--- config.mk ---
export PLATFORM = sky130hd
export DESIGN_NAME = r88_int_seq
export DESIGN_NICKNAME = d
export VERILOG_FILES = /design/src/rtl/r88_pkg.sv /design/src/rtl/r88_edge_sync.sv /design/src/rtl/r88_int_seq.sv
export SDC_FILE = /design/constraint.sdc
export NUM_CORES = 1
export LEC_CHECK = 0
export ABC_AREA = 1
export CORE_MARGIN = 2
export CORE_UTILIZATION = 36
export DETAILED_ROUTE_END_ITERATION = 10
export PLACE_DENSITY = 0.78
export RECOVER_POWER = 50
export SETUP_SLACK_MARGIN = 0.4
export SYNTH_ARGS = -nofsm -noshare
export SYNTH_HDL_FRONTEND = slang
export SYNTH_SLANG_ARGS = --single-unit
export TNS_END_PERCENT = 10
--- constraint.sdc ---
create_clock -name sysClock -period 1.8 [get_ports sysClock]
set_input_delay 0.36 -clock sysClock [delete_from_list [all_inputs] [get_ports sysClock]]
set_output_delay 0.36 -clock sysClock [all_outputs]
set_load 0.05 [all_outputs]
--- src/rtl/r88_pkg.sv ---
// Shared encodings for the Rocket88 interrupt/reset sequencer: step codes,
// event-select codes and vector base addresses.
package r88_pkg;

  typedef enum logic [2:0] {
    IDLE     = 3'd0,
    PUSH_PCH = 3'd1,
    PUSH_PCL = 3'd2,
    PUSH_F   = 3'd3,
    VEC_LO   = 3'd4,
    VEC_HI   = 3'd5
  } stepState_e;

  typedef enum logic [1:0] {
    EV_RST = 2'd0,
    EV_NMI = 2'd1,
    EV_BRK = 2'd2,
    EV_IRQ = 2'd3
  } evSel_e;

  localparam logic [15:0] VEC_NMI = 16'hFFFA;
  localparam logic [15:0] VEC_RST = 16'hFFFC;
  localparam logic [15:0] VEC_BRK = 16'hFFFE;

  // BRK and IRQ share a vector; the low byte address is always even.
  function automatic logic [15:0] vecBase(input evSel_e ev);
    case (ev)
      EV_RST:  vecBase = VEC_RST;
      EV_NMI:  vecBase = VEC_NMI;
      default: vecBase = VEC_BRK;
    endcase
  endfunction

endpackage

--- src/rtl/r88_edge_sync.sv ---
// Two-flop synchronizer with a rising-edge pulse on the synchronized signal.
// Only compiled when R88_NMI_EN is defined, since only the NMI path uses it.
`ifdef R88_NMI_EN
module r88_edge_sync (
  input  logic sysClock,
  input  logic sysReset_n,
  input  logic syncIn,
  output logic risePulse
);

  logic sync1Reg;
  logic sync2Reg;
  logic histReg;

  always_ff @(posedge sysClock or negedge sysReset_n) begin
    if (!sysReset_n) begin
      sync1Reg <= 1'b0;
      sync2Reg <= 1'b0;
      histReg  <= 1'b0;
    end else begin
      sync1Reg <= syncIn;
      sync2Reg <= sync1Reg;
      histReg  <= sync2Reg;
    end
  end

  assign risePulse = sync2Reg & ~histReg;

endmodule
`endif

--- src/rtl/r88_int_seq.sv ---
// Rocket88 interrupt/reset sequencer: arbitrates reset, NMI, BRK and IRQ and
// drives the push/vector-fetch bus cycles. NMI support is built under R88_NMI_EN.
module r88_int_seq
  import r88_pkg::*;
(
  input  logic        sysClock,
  input  logic        sysReset_n,
  input  logic        nmiReq,
  input  logic        irq,
  input  logic        irqEn,
  input  logic        brkReq,
  input  logic        opBoundary,
  input  logic        memReady,
  output logic        seqActive,
  output logic [2:0]  seqStep,
  output logic        readMem,
  output logic        writeMem,
  output logic [15:0] vecAddr,
  output logic        setBreak,
  output logic        clrIrqEn,
  output logic        seqDone,
  output logic        nmiPending
);

  stepState_e stepReg, stepNext;
  evSel_e     evReg, evNext;
  logic       rstPendReg;
  logic       brkLatchReg;
  logic       nmiPend;
  logic       irqLive;
  logic       startSeq;

  assign irqLive = irq & irqEn;

`ifdef R88_NMI_EN
  logic nmiEdge;
  logic nmiLatchReg;

  r88_edge_sync uNmiSync (
    .sysClock   (sysClock),
    .sysReset_n (sysReset_n),
    .syncIn     (nmiReq),
    .risePulse  (nmiEdge)
  );

  // A fresh edge wins over the clear so an NMI during its own start is kept.
  always_ff @(posedge sysClock or negedge sysReset_n) begin
    if (!sysReset_n) begin
      nmiLatchReg <= 1'b0;
    end else if (nmiEdge) begin
      nmiLatchReg <= 1'b1;
    end else if (startSeq && evNext == EV_NMI) begin
      nmiLatchReg <= 1'b0;
    end
  end

  assign nmiPend = nmiLatchReg;
`else
  logic unusedNmiReq;
  assign unusedNmiReq = nmiReq;
  assign nmiPend      = 1'b0;
`endif

  assign nmiPending = nmiPend;

  always_ff @(posedge sysClock or negedge sysReset_n) begin
    if (!sysReset_n) begin
      stepReg <= IDLE;
      evReg   <= EV_RST;
    end else begin
      stepReg <= stepNext;
      evReg   <= evNext;
    end
  end

  always_ff @(posedge sysClock or negedge sysReset_n) begin
    if (!sysReset_n) begin
      rstPendReg  <= 1'b1;
      brkLatchReg <= 1'b0;
    end else begin
      // Reset-pending always leaves IDLE on the first clock after release.
      if (stepReg == IDLE) begin
        rstPendReg <= 1'b0;
      end
      if (brkReq) begin
        brkLatchReg <= 1'b1;
      end else if (startSeq && evNext == EV_BRK) begin
        brkLatchReg <= 1'b0;
      end
    end
  end

  always_comb begin
    stepNext = stepReg;
    evNext   = evReg;
    startSeq = 1'b0;
    case (stepReg)
      IDLE: begin
        if (rstPendReg) begin
          stepNext = VEC_LO;
          evNext   = EV_RST;
        end else if (opBoundary && (nmiPend || brkLatchReg || irqLive)) begin
          stepNext = PUSH_PCH;
          startSeq = 1'b1;
          if (nmiPend) begin
            evNext = EV_NMI;
          end else if (brkLatchReg) begin
            evNext = EV_BRK;
          end else begin
            evNext = EV_IRQ;
          end
        end
      end
      PUSH_PCH: if (memReady) stepNext = PUSH_PCL;
      PUSH_PCL: if (memReady) stepNext = PUSH_F;
      PUSH_F:   if (memReady) stepNext = VEC_LO;
      VEC_LO:   if (memReady) stepNext = VEC_HI;
      VEC_HI:   if (memReady) stepNext = IDLE;
      default:  stepNext = IDLE;
    endcase
  end

  always_comb begin
    seqActive = (stepReg != IDLE);
    seqStep   = stepReg;
    writeMem  = (stepReg == PUSH_PCH) || (stepReg == PUSH_PCL) || (stepReg == PUSH_F);
    readMem   = (stepReg == VEC_LO) || (stepReg == VEC_HI);
    vecAddr   = 16'h0000;
    if (stepReg == VEC_LO) begin
      vecAddr = vecBase(evReg);
    end else if (stepReg == VEC_HI) begin
      vecAddr = vecBase(evReg) | 16'h0001;
    end
    setBreak = (stepReg == PUSH_F) && (evReg == EV_BRK);
    seqDone  = (stepReg == VEC_HI) && memReady;
    clrIrqEn = seqDone && (evReg != EV_RST);
  end

endmodule

==> Word-level counts from Yosys, hierarchy flattened <==
Cells that the tools add are included.
{ "classes": {"eq_ne": 14, "n_reduce_logical": 15, "muxes": 20, "n_bitwise": 1} }
{ "ops": {"columns": ["operator", "count"], "rows": [
  ["$mux W16", 2],
  ["$mux W3", 7],
  ["$pmux W3 S6", 1],
  ["$ne A2 B2 Y1 const B", 5],
  ["$eq A3 B2 Y1 const B", 2],
  ["$eq A3 B3 Y1 const B", 2],
  ["$mux W1", 6],
  ["$mux W2", 3],
  ["$pmux W3 S2", 1],
  ["$reduce_and A6 Y1", 1],
  ["$logic_and A1 B1 Y1", 5],
  ["$eq A2 B2 Y1 const B", 2],
  ["$logic_or A1 B1 Y1", 4],
  ["$reduce_bool A2 Y1", 2],
  ["$eq A3 B1 Y1 const B", 1],
  ["$logic_not A3 Y1", 1],
  ["$ne A3 B2 Y1 const B", 1],
  ["$reduce_bool A3 Y1", 1],
  ["$eq A2 B1 Y1 const B", 1],
  ["$logic_not A2 Y1", 1],
  ["$and A1 B1 Y1", 1]
]} }
{ "word_totals": {"elab_cells": 54, "reg_bits": 7, "output_inout_bits": 26, "inputBits": 8} }

==> Longest topological paths before layout <==
{ "depth": {"word_depth": 10, "ltp_mapped": 8, "mapped_depth_nobuf": 7} }

==> Worst setup path after synthesis <==
OpenSTA, ideal clock, no wires.
{ "synth_timing": {"path_type": "flip-flop to output port", "from": "reg stepReg[2] (netlist: seqStep[2])", "to": "out clrIrqEn", "arrival_time_ns": 2.843, "path_buffers": 0, "path_stages_with_launch": 5, "required_time_ns": 1.440, "setup_slack_ns": -1.403, "path_cell_list": "dfrtp_1 > inv_2 > nor2_2 > nand2_1 > nor3_1"} }
{ "synth_between": {"elab_chain_len": 3} }
{ "synth_lines": {"columns": ["element", "line", "rtl"], "rows": [
  ["from (decl)", "r88_int_seq.sv:25", "stepState_e stepReg, stepNext;"],
  ["from (signal assigned)", "r88_int_seq.sv:71", "stepReg <= stepNext;"],
  ["$eq A3 B3 Y1", "r88_int_seq.sv:135", "seqDone = (stepReg == VEC_HI) && memReady;"],
  ["$logic_and A1 B1 Y1", "r88_int_seq.sv:135", null],
  ["$logic_and A1 B1 Y1", "r88_int_seq.sv:136", "clrIrqEn = seqDone && (evReg != EV_RST);"],
  ["to (decl)", "r88_int_seq.sv:20", "output logic clrIrqEn,"]
]} }
Every way passes these cells.

==> Final worst setup path <==
{ "layout_timing": {"from": "reg stepReg[1] (netlist: seqStep[1])", "to": "out setBreak"} }
{ "layout_between": {"elab_chain_len": 2} }
{ "layout_lines": {"columns": ["element", "line", "rtl"], "rows": [
  ["$eq A3 B2 Y1", "r88_int_seq.sv:134", "setBreak = (stepReg == PUSH_F) && (evReg == EV_BRK);"],
  ["$logic_and A1 B1 Y1", "r88_int_seq.sv:134", null],
  ["to (decl)", "r88_int_seq.sv:19", "output logic setBreak,"]
]} }
Every way passes these cells.

==> metrics.cfg <==
[outcome]
status=finished clean

[synthesis]
yosysWarningCount=0
post_synth.cell_area_avg_um2=7.18
synth_cell_types=20
synth_area_leader_cell=dfrtp_1
yosysTopAreaCellShare=0.258
synth_seq_area_share=0.303
synthesis.nets=89
ys_seq_elements=7
ys_top_cells_by_area=dfrtp_1 (26%), buf_4 (18%), nand2_1 (14%), inv_1 (5.8%), nand3_1 (5.2%)
synth_cells=81
syn_area_um2=582

[clock_network]
cts_hold_buffers=0
clock_sinks=7
cts_max_level=1
cts_buffers=3
clockRootBuffer=clkbuf_4
cts_buffer_depth=2
clk_pin_slew_worst_paths_ps=50
clock_latency_ps=240
cts_tree=done

[worst_setup_path]
startpoint=seqStep[1]
cp_max_fo=5
worstPathArrival_ps=1320
crit_type=reg -> out
r2r-start=seqStep[0]
critPathLaunchType=register
r2r_slack_ps=270
end_kind=output port
required_ps=1440

[global_routing]
grt_start_max_net_pins=8
grt_pass1_wl_mm=2.57
grt_pass1_vias=575
globalRoute.totalOverflow=0
antenna_found_initial=0
gr-usage-all-layers=0.181

[sta]
fin_crit_sh=0.934
maxSlewHeadroom=0.611
hold_viol=0
rsz0062_at_grt=yes
hold_ws_ps=445
setup_viol=0
skew_ps=2.22
max_freq_mhz=595
period_minus_slack_ps=1680
tightest_slew_ps=585
slew_viol_final=0

[route]
vias=603
wirelength_mm=1.49
ant_nets=0
first_iter_violations=10
drt_first_pass_iters=4
wl_per_cell_um=11.9
vias_per_cell=4.82
drc=0

[pwr]
power_frac_clock=0.060
switchingPower_mw=1.16
seq_power_share=0.133
switching_share=0.537
p_leak_nw=0.556
ir_drop_mv=1.25
p_comb_frac=0.807
p_int_mw=1.00
power.density_nw_per_um2=1880

[cells_and_area]
area_growth_pct=97.8
antennaDiodeCount=0
fill_cells=99
drive_above_1_share=0.486
final_area_um2=1150
final_cell_mix=nand2_1 (21), buf_12 (21), inv_1 (7)
nets=118

[floorplan]
ioPinCount=34
die_h_um=44.2
rows=14
dieArea_um2=1950
fp.dieW_um=44.2
core_area_um2=1510
start_util=0.386

[placement]
dp_hpwl_mm=1.13
dpl-instance-area_um2=1100
port_buffers=31
globalplace.congestion=0.875

[hold_path]
min_path_type=in -> async

[flow_run]
maxCapViolCount=0

## metrics by stage
stage	total power, mW	instances	setup WS [ps]	setup TNS (ps)	utilization
floorplan	1.39	81	-329	-1330	-
global placement	2.06	114	196	0	0.731
detailed placement	2.08	114	174	0	0.731
CTS	2.37	125	129	0	0.811
global route	2.28	125	39.5	0	0.764
finish	2.17	125	119	0	0.764
## power groups by stage
stage	clock network, mW	registers (mW)	logic (mW)
6_report	0.130	0.287	1.75
3_3_place_gp	0	0.311	1.74
3_5_place_dp	0	0.317	1.76
5_1_grt	0.153	0.291	1.84
2_1_floorplan	0	0.367	1.02
4_1_cts	0.137	0.302	1.93
## kinds of logic (layout without fill, tap and decap cells)
| family | count (synthesis) | count (layout) | share of synthesized area |
|---|---|---|---|
| flops | 7 | 7 | 0.303 |
| simple gates | 44 | 44 | 0.391 |
| other cells | 1 | 1 | 0.00645 |
| compound gates | 4 | 4 | 0.0344 |
| buf+inv | 25 | 53 | 0.265 |
## repair_timing
action                     4_1_cts  5_1_grt
gates resized for setup          9        1
pin swaps                        3        1
buffers inserted                 6        0
gates cloned                     1        0
setup endpoints to repair       22       24
## synth_stat cells
library cell and count:
nand2_1 21, buf_4 14, inv_1 9, nor2_1 7, dfrtp_1 6, nand3_1 6, a21oi_1 2, nand2_4 2
nor3_1 2, o21ai_0 2, buf_6 1, conb_1 1, dfstp_2 1, inv_2 1, nand2_2 1, nand3_2 1
nand4_1 1, nor2_2 1, nor2_4 1, nor2_8 1
## state kept, by name, indices dropped and copies added, names as in the netlist
signal,cells
brkLatchReg,1
evReg,2
rstPendReg,1
seqStep,3
## worst max-delay path, stage by stage (launching register included)
cell and delay, ps:
dfrtp_1 450, buf_4 160, nand3_2 100, nor3_4 210
buf_12 160
## layout make-up
type / instances / area (um^2) / area share
clock buffer: 4 / 26.3 / 0.0228
multi-input combinational: 49 / 294 / 0.255
timing repair buffer: 39 / 589 / 0.512
sequential: 7 / 179 / 0.155
tap: 16 / 20.0 / 0.0174
inverter: 10 / 42.5 / 0.0370
## path summary, 6_finish.rpt
path | endpoint | cells after the start
min in group sysClock | brkLatchReg | 2
max | setBreak | 4
max in group asynchronous | rstPendReg | 1
max reg2reg | seqStep[2] | 7
min reg2reg | brkLatchReg | 2
min | brkLatchReg | 1
## metal layers
| layer | up-vias | GRT usage | wire [um] |
|---|---|---|---|
| li1 | 292 | - | - |
| met4 | 0 | 0.0727 | 0 |
| met5 | - | 0 | 0 |
| met1 | 278 | 0.192 | 537 |
| met3 | 0 | 0.0367 | 105 |
| met2 | 33 | 0.344 | 848 |
Power figures use the tool's default switching activity.
